### src/rtl/tomasulo_pkg.sv
// Shared Tomasulo constants and scheduler state encoding, used by the
// load/store/ALU schedulers and the CDB arbiter.
package tomasulo_pkg;

  localparam int unsigned DEF_TAG_W  = 3;
  localparam int unsigned DEF_ADDR_W = 16;
  localparam int unsigned DEF_DATA_W = 16;
  localparam int unsigned NO_TAG     = 0;

  typedef enum logic [1:0] {
    IDLE = 2'd0,
    MEM  = 2'd1,
    CDB  = 2'd2
  } sched_state_e;

endpackage

### src/rtl/rr_arbiter.sv
// Combinational round-robin arbiter: first set request at or after ptr,
// wrapping from N-1 to 0. ptr must be below N.
module rr_arbiter #(
  parameter int unsigned N     = 3,
  parameter int unsigned IDX_W = (N > 1) ? $clog2(N) : 1
) (
  input  logic [N-1:0]     req,
  input  logic [IDX_W-1:0] ptr,
  output logic [N-1:0]     grant,
  output logic [IDX_W-1:0] idx,
  output logic             any_valid
);

  logic [IDX_W:0] cand;

  always_comb begin
    grant     = '0;
    idx       = '0;
    any_valid = 1'b0;
    cand      = '0;
    for (int unsigned k = 0; k < N; k++) begin
      // ptr + k stays below 2N, so a single subtraction wraps it
      cand = {1'b0, ptr} + (IDX_W+1)'(k);
      if (cand >= (IDX_W+1)'(N)) cand = cand - (IDX_W+1)'(N);
      if (!any_valid && req[cand[IDX_W-1:0]]) begin
        any_valid                = 1'b1;
        grant[cand[IDX_W-1:0]]   = 1'b1;
        idx                      = cand[IDX_W-1:0];
      end
    end
  end

endmodule

### src/rtl/load_mem_scheduler.sv
// Load scheduler: issues one ready load RS entry to the data memory, then
// broadcasts the result on the CDB. Optional macro LOAD_SCHED_TIMEOUT_EN.
module load_mem_scheduler
  import tomasulo_pkg::*;
#(
  parameter int unsigned NUM_ENTRIES = 3,
  parameter int unsigned ADDR_W      = DEF_ADDR_W,
  parameter int unsigned DATA_W      = DEF_DATA_W,
  parameter int unsigned TAG_W       = DEF_TAG_W
`ifdef LOAD_SCHED_TIMEOUT_EN
  , parameter int unsigned TIMEOUT_CYCLES = 64
`endif
) (
  input  logic                          clock,
  input  logic                          reset_n,
  input  logic [NUM_ENTRIES-1:0]        entry_ready,
  input  logic [NUM_ENTRIES*ADDR_W-1:0] entry_addr,
  output logic                          mem_req,
  output logic [ADDR_W-1:0]             mem_addr,
  input  logic                          mem_done,
  input  logic [DATA_W-1:0]             mem_data,
  output logic                          cdb_req,
  input  logic                          cdb_grant,
  output logic [TAG_W-1:0]              cdb_tag,
  output logic [DATA_W-1:0]             cdb_data,
  output logic [NUM_ENTRIES-1:0]        entry_issued,
  output logic [NUM_ENTRIES-1:0]        entry_free
`ifdef LOAD_SCHED_TIMEOUT_EN
  , output logic                        mem_timeout
`endif
);

  localparam int unsigned IDX_W = (NUM_ENTRIES > 1) ? $clog2(NUM_ENTRIES) : 1;
  localparam logic [IDX_W-1:0] LAST_IDX = IDX_W'(NUM_ENTRIES - 1);

  sched_state_e           state, state_nxt;
  logic [IDX_W-1:0]       ptr, idx;
  logic [NUM_ENTRIES-1:0] sel_grant;
  logic [IDX_W-1:0]       sel_idx;
  logic                   sel_valid;
  logic [ADDR_W-1:0]      addr_arr [NUM_ENTRIES];
  logic                   timeout_hit;
  logic                   issue, load_cdb, retire;
  logic [NUM_ENTRIES-1:0] free_nxt;

  for (genvar g = 0; g < NUM_ENTRIES; g++) begin : g_addr
    assign addr_arr[g] = entry_addr[g*ADDR_W +: ADDR_W];
  end

  rr_arbiter #(.N(NUM_ENTRIES), .IDX_W(IDX_W)) u_rr (
    .req       (entry_ready),
    .ptr       (ptr),
    .grant     (sel_grant),
    .idx       (sel_idx),
    .any_valid (sel_valid)
  );

`ifdef LOAD_SCHED_TIMEOUT_EN
  localparam int unsigned CNT_W = $clog2(TIMEOUT_CYCLES + 1);
  logic [CNT_W-1:0] wait_cnt;

  assign timeout_hit = (state == MEM) && !mem_done &&
                       (wait_cnt == CNT_W'(TIMEOUT_CYCLES - 1));

  // Counts MEM cycles; held at zero outside MEM so each load starts fresh
  always_ff @(posedge clock or negedge reset_n) begin
    if (!reset_n) begin
      wait_cnt    <= '0;
      mem_timeout <= 1'b0;
    end else begin
      mem_timeout <= timeout_hit;
      wait_cnt    <= (state == MEM) ? wait_cnt + CNT_W'(1) : '0;
    end
  end
`else
  assign timeout_hit = 1'b0;
`endif

  always_ff @(posedge clock or negedge reset_n) begin
    if (!reset_n) state <= IDLE;
    else          state <= state_nxt;
  end

  always_comb begin
    state_nxt = state;
    case (state)
      IDLE:    if (sel_valid) state_nxt = MEM;
      MEM:     if (mem_done || timeout_hit) state_nxt = CDB;
      CDB:     if (cdb_grant) state_nxt = IDLE;
      default: state_nxt = IDLE;
    endcase
  end

  // Handshake events qualified by state; stray mem_done/cdb_grant fall out here
  always_comb begin
    issue    = 1'b0;
    load_cdb = 1'b0;
    retire   = 1'b0;
    free_nxt = '0;
    case (state)
      IDLE:    issue    = sel_valid;
      MEM:     load_cdb = mem_done || timeout_hit;
      CDB:     retire   = cdb_grant;
      default: ;
    endcase
    free_nxt[idx] = retire;
  end

  always_ff @(posedge clock or negedge reset_n) begin
    if (!reset_n) begin
      mem_req      <= 1'b0;
      mem_addr     <= '0;
      cdb_req      <= 1'b0;
      cdb_tag      <= TAG_W'(NO_TAG);
      cdb_data     <= '0;
      entry_issued <= '0;
      entry_free   <= '0;
      idx          <= '0;
      ptr          <= '0;
    end else begin
      mem_req      <= (state_nxt == MEM);
      cdb_req      <= (state_nxt == CDB);
      entry_issued <= issue ? sel_grant : '0;
      entry_free   <= free_nxt;
      if (issue) begin
        idx      <= sel_idx;
        mem_addr <= addr_arr[sel_idx];
      end
      if (load_cdb) begin
        cdb_tag  <= TAG_W'(idx) + TAG_W'(1);
        cdb_data <= mem_done ? mem_data : '0;
      end
      if (retire) ptr <= (idx == LAST_IDX) ? '0 : idx + IDX_W'(1);
    end
  end

endmodule

### config.mk
export PLATFORM = sky130hd
export DESIGN_NAME = load_mem_scheduler
export DESIGN_NICKNAME = d
export VERILOG_FILES = /design/src/rtl/tomasulo_pkg.sv /design/src/rtl/rr_arbiter.sv /design/src/rtl/load_mem_scheduler.sv
export SDC_FILE = /design/constraint.sdc
export NUM_CORES = 1
export LEC_CHECK = 0
export ABC_AREA = 1
export BUFFER_PORTS_ARGS = -buffer_cell sky130_fd_sc_hd__buf_2
export CAP_MARGIN = 20
export CORE_MARGIN = 2
export CORE_UTILIZATION = 35
export CTS_CLUSTER_DIAMETER = 200
export DETAILED_ROUTE_END_ITERATION = 10
export PLACE_DENSITY = 0.61
export SLEW_MARGIN = 20
export SYNTH_ARGS = -nofsm -noshare
export SYNTH_HDL_FRONTEND = slang
export SYNTH_HIERARCHICAL = 1
export SYNTH_SLANG_ARGS = --single-unit
### constraint.sdc
create_clock -name clock -period 2.74 [get_ports clock]
set_clock_uncertainty 0.05 [all_clocks]
set_input_delay 0.411 -clock clock [delete_from_list [all_inputs] [get_ports clock]]
set_output_delay 0.411 -clock clock [all_outputs]
set_load 0.01 [all_outputs]
Word-level counts from Yosys, hierarchy flattened
Index checks and enable logic that the tools add are counted.
W data, S select, Z words.
- bits in registers: 49
- bits of input ports: 71
- $add $sub $neg: 7
- $lt $le $gt $ge: 12
- equal/unequal tests: 5
- multiplexer cells: 39
- bitwise gates (word level): 4
- reduce and logical (&&, ||, !) cells: 9
- operators by type and width (kind ; count):
    $mux W16 ; 3
    $bmux W16 S2 ; 1
    $mux W2 ; 10
    $mux W1 ; 13
    $lt A2 B3 Y1 const B ; 4
    $mux W3 ; 4
    $demux W1 S2 ; 4
    $ge A2 B1 Y1 const B ; 4
    $add A2 B1 Y3 const B ; 2
    $bmux W1 S2 ; 3
    $eq A2 B2 Y1 const B ; 3
    $ge A3 B2 Y1 const B ; 2
    $logic_and A1 B1 Y1 ; 6
    $or A3 B3 Y3 ; 2
    $pmux W2 S3 ; 1
    $sub A2 B2 Y2 const B ; 3
    $eq A2 B1 Y1 const B ; 2
    $add A2 B2 Y3 const B ; 1
    $and A3 B3 Y3 ; 1
    $ge A3 B3 Y1 const B ; 1
    $not A2 Y3 ; 1
    $add A2 B1 Y2 const B ; 1
    $ge A2 B2 Y1 const B ; 1
    $logic_not A1 Y1 ; 2
    $logic_not A2 Y1 ; 1

Logic depth before layout (Yosys ltp)
- depth in word-level cells: 15
- depth in mapped cells: 19

Hierarchy
Netlist, hierarchy kept.
- by module, submodules not included (module ; times used ; cells an instance ; area each (µm²) ; sequential area each (µm²)):
    load_mem_scheduler ; 1 ; 320 ; 2431.1 ; 1226.2
    rr_arbiter ; 1 ; 64 ; 332.8 ; 0.0

Worst setup path before layout
Ideal clock, no wire load.
- path kind: reg-to-reg
- from: register ptr[0]
- to: register mem_addr[5]
- library setup time: 116 ps
- arrival time: 1914 ps
- data required time: 2574 ps
- setup slack: 659 ps
- cell stages (with the launch flop): 19
- buffers on the path: 2
- clock period less this slack: 2081 ps
- cell sequence: dfrtp_1 > inv_1 > ha_1 > inv_2 > nand2_1 > nand3_1 > nand2_2 > nand3_1 > nand2_1 > inv_1 > nand2_1 > buf_6 > inv_2 > buf_6 > nand2_1 > nand3_1 > nand2_1 > nand2_1 > nand2_1
- longest elaborated chain between the ends: 15
- RTL lines (element ; line ; text):
    start: declaration ; load_mem_scheduler.sv:37 ; logic [IDX_W-1:0] ptr, idx;
    start signal: assignment ; load_mem_scheduler.sv:133 ; if (retire) ptr <= (idx == LAST_IDX) ? '0 : idx + IDX_W'(1);
    parallel branches: the longest is 10 deep, another holds $add A2 B1 Y3 ; n/a ;
    $mux W2 (*) ; rr_arbiter.sv:25 ; if (!any_valid && req[cand[IDX_W-1:0]]) begin
    via sel_idx[0] ; load_mem_scheduler.sv:39 ; logic [IDX_W-1:0] sel_idx;
    $not A2 Y3 (implied by the code) (*) ; load_mem_scheduler.sv:127 ; mem_addr <= addr_arr[sel_idx];
    $bmux W16 S2 (*) ; load_mem_scheduler.sv:127 ;
    $mux W16 (implied by the code) (*) (2 in series) ; load_mem_scheduler.sv:127 ;
    end signal: assignment ; load_mem_scheduler.sv:127 ;
    end: declaration ; load_mem_scheduler.sv:19 ; output logic [ADDR_W-1:0] mem_addr,
Mark *: on every way through the listed nets, which the timed path passes. The select of a mux whose other input is x is not followed.
A chain may end at the register's enable or synchronous reset.

Final worst setup path
- from: register ptr[0]
- to: register mem_addr[11]
The elaborated chain is that of the path after synthesis.

==> metrics.md <==
| Metric | Value |
|---|---|
| Status | `complete, no violations` |
| Reg2reg end | `mem_addr[11]$_DFFE_PN0P_` |
| Period Utilization, post-route | `85.7%` |
| Synth warn | `6` |
| Clock transition at path regs | `0.09 ns` |
| CTS buffer count | `5` |
| Syn_area_per_cell | `7.20 um^2` |
| Crit-path slowest cell | `dfrtp_1` |
| Power Dens Cells | `1210 nW/um^2` |
| WP data required | `2.89 ns` |
| Final setup margin | `0.392 ns` |
| Htree depth | `2` |
| TritonCTS clock tree | `done` |
| Number of synthesized flops with an enable pin | `0` |
| Post-CTS setup buffers | `0` |
| Worst reg2reg startpoint | `ptr[0]$_DFFE_PN0P_` |
| DIE AREA | `8620 um^2` |
| Die Y | `92.9 um` |
| Seq cells post-synth | `49` |
| Final WL | `6260 um` |
| Post-Synth Simple-Gate Area | `30.9%` |
| WP buf/inv | `4` |
| Cts hold-fix bufs | `0` |
| Final setup viols | `0` |
| Hold Crit Class | `in2async` |
| Fmax | `426 MHz` |
| Post-synthesis xor/xnor area fraction | `0%` |
| Count of final hold-check violations | `0` |
| Period minus WS final | `2.35 ns` |
| Diode count | `0` |
| Largest family of logic cells by synthesized area | `simple AND/OR/NAND/NOR gates` |
| Startpoint Class | `flip-flop` |
| Clock tree buffer depth | `2` |
| Critical path class | `reg2reg` |
| Synthesized Nets | `465` |
| Clock root buffer | `clkbuf_8` |
| Global-route wire length before repair | `10400 um` |
| Setup WS pre-CTS | `0.392 ns` |
| CP Max Fanout | `17` |
| Yosys top cell by area | `dfrtp_1` |
| Ys flop type | `dfrtp_1` |
| Initial antenna violation count | `0` |
| CP max stage delay | `0.40 ns` |
| R2R cell count | `16` |
| Largest net degree at the start of global routing | `41` |
| Final Net Count | `577` |
| Switch share | `49.1%` |
| Routability cong. | `0.826` |
| CORE AREA | `7690 um^2` |
| Gr ovfl total | `0` |
| Mapped Cells | `384` |
| DRT antenna net count | `0` |
| Clock sink total | `49` |
| Buffers on Ports | `113` |
| Most used cell, CP | `nand2_1` |
| Combinational Power Share | `60.6%` |
| Max-slew violation count | `0` |
| Via count of the routed design | `2539` |
| Mux contribution to synthesized area | `0%` |
| Layout cells sized above 1 | `28.8%` |
| Placed cell area | `3410 um^2` |
| Synth Area in Compound Gates | `6.38%` |
| Resize count post-CTS | `0` |
| Die Wd | `92.9 um` |
| Synth cell count leaders | `nand2_1, inv_1, dfrtp_1, nand3_1, o21ai_0` |
| Max Cap Violations | `0` |
| Crit path cell chain | `inv_1 > ha_1 > inv_2 > nand2_1 > nand3_1 > nand2_2 > nand3_1 > nand2_1 > inv_1 > nand2_1 > inv_2 > nand2_1 > nand3_1 > nand2_1 > nand2_1 > nand2_1` |
| Leakage power | `2.18 nW` |
| TritonRoute pass-1 iters | `4` |
| Crit end category | `flip-flop` |
| Overall power | `4.23 mW` |
| Fillers | `814` |
| Worst ir drop on vdd | `513 uV` |
| Syn Std Cell Area | `2760 um^2` |
| Mean number of vias per cell | `4.24` |
| Total track usage | `15.0%` |
| Sequential fraction of design power | `29.0%` |
| Slew margin rel. | `54.7%` |
| Register area share after synthesis | `44.4%` |
| Starting Density | `36.0%` |
| Post-Route Setup TNS | `0 ns` |
| Fin Hold WS | `0.0905 ns` |
| Detailed placement HPWL | `4700 um` |
| Final Cell Area | `3500 um^2` |
| Top post-synthesis cells by area | `dfrtp_1, nand2_1, inv_1, nand3_1, ha_1` |
| Adder-Cell Fraction of Synth Area | `4.53%` |
| Area Overhead vs Synth | `26.8%` |
| Unique masters post-synth | `21` |
| I/O pin count | `114` |
| R2r setup slk | `0.39 ns` |
| Worst-margin pin slew | `0.679 ns` |
| Internal power | `2.15 mW` |
| Setup repair after global routing missed its margin | `false` |
| Psw | `2.08 mW` |
| Clock share of power | `10.4%` |
| Cell family with most CP delay | `simple AND/OR/NAND/NOR gates` |
| Ys async rst share | `100%` |
| Row Count | `32` |
| Clock Latency Late Sink | `0.30 ns` |
| DRC | `0` |
| Vias in the first global route | `2343` |
| Share of the synthesized area in the top cell type | `44.4%` |
| DR WL/cell | `10.4 um` |
| Worst EP arrival | `2.50 ns` |
| Most common cell in the netlist | `nand2_1` |
| Drt initial violations | `143` |
through the flow:
step | util, % | instances
4_1_cts | 45.6 | 599
3_5_place_dp | 44.3 | 591
3_3_place_gp | 44.3 | 591
5_1_grt | 45.6 | 599
2_1_floorplan | - | 384
6_report | 45.6 | 599
worst register-to-register path, stage by stage (launching register included):
cell and delay [ns]:
dfrtp_1 0.40, inv_1 0.08, ha_1 0.39, inv_2 0.15, nand2_1 0.06, nand3_1 0.08, nand2_2 0.07, nand3_1 0.10
nand2_1 0.06, inv_1 0.05, nand2_1 0.17, inv_2 0.29, nand2_1 0.09, nand3_1 0.08, nand2_1 0.06, nand2_1 0.05
nand2_1 0.05
registers in the layout, summed over array words and instances, names as in the netlist:
name          count
ptr               2
entry_free        3
cdb_tag           3
mem_req           1
idx               2
mem_addr         16
cdb_data         16
entry_issued      3
cdb_req           1
state             2
cell families (layout without fill, tap and decap cells):
kind of cell    Yosys count  in the layout
flops                    49             49
fa+ha+maj                10             10
simple gates            202            202
compound gates           30             30
buf+inv                  93            206
metal layers:
| metal | wire length, um | GRT usage [%] | up-vias |
|---|---|---|---|
| met3 | 477 | 4.23 | 6 |
| met1 | 2890 | 19.0 | 1086 |
| met5 | 0 | 0 | - |
| met4 | 65 | 3.68 | 0 |
| met2 | 2820 | 25.2 | 87 |
| li1 | - | - | 1360 |
power by group through the flow:
stage	sequential, mW	combinational, mW	clock (mW)
floorplan	1.36	1.83	0
global placement	1.24	2.57	0
detailed placement	1.24	2.61	0
global route	1.27	2.98	0.492
finish	1.23	2.57	0.440
CTS	1.23	2.61	0.467
layout by cell type, fill, tap and decap left out:
cell type,instances
inv_8,1
ha_1,10
nand2_2,3
nand2_1,158
inv_2,9
o21ai_1,1
nand3_1,28
nand3_2,2
o31ai_1,4
clkbuf_8,5
nor2_1,7
o21ai_0,24
o31ai_4,1
nand3_4,1
buf_4,4
or2_1,1
inv_1,72
buf_2,113
nand2_4,1
clkinvlp_4,2
nor2_8,1
dfrtp_1,49
final cells by class:
type / instances / area [um^2] / area share, %
sequential: 49 / 1230 / 35.0
multi-input combinational: 242 / 1150 / 33.0
timing repair buffer: 117 / 596 / 17.0
inverter: 81 / 304 / 8.68
tap: 102 / 128 / 3.64
clock buffer: 5 / 68.8 / 1.96
clock inverter: 3 / 26.3 / 0.750
how the worst max path moves through the flow:
stage / startpoint / to / slack, ns / cells past startpoint
CTS: ptr[0]$_DFFE_PN0P_ / mem_addr[11]$_DFFE_PN0P_ / 0.39 / 16
floorplan: ptr[0]$_DFFE_PN0P_ / mem_addr[5]$_DFFE_PN0P_ / 0.66 / 18
detailed placement: ptr[0]$_DFFE_PN0P_ / mem_addr[5]$_DFFE_PN0P_ / 0.39 / 16
global route: ptr[0]$_DFFE_PN0P_ / mem_addr[3]$_DFFE_PN0P_ / 0.09 / 16
global placement: ptr[0]$_DFFE_PN0P_ / mem_addr[0]$_DFFE_PN0P_ / 0.45 / 16
finish: ptr[0]$_DFFE_PN0P_ / mem_addr[11]$_DFFE_PN0P_ / 0.39 / 16
Power figures use the tool's default switching activity.
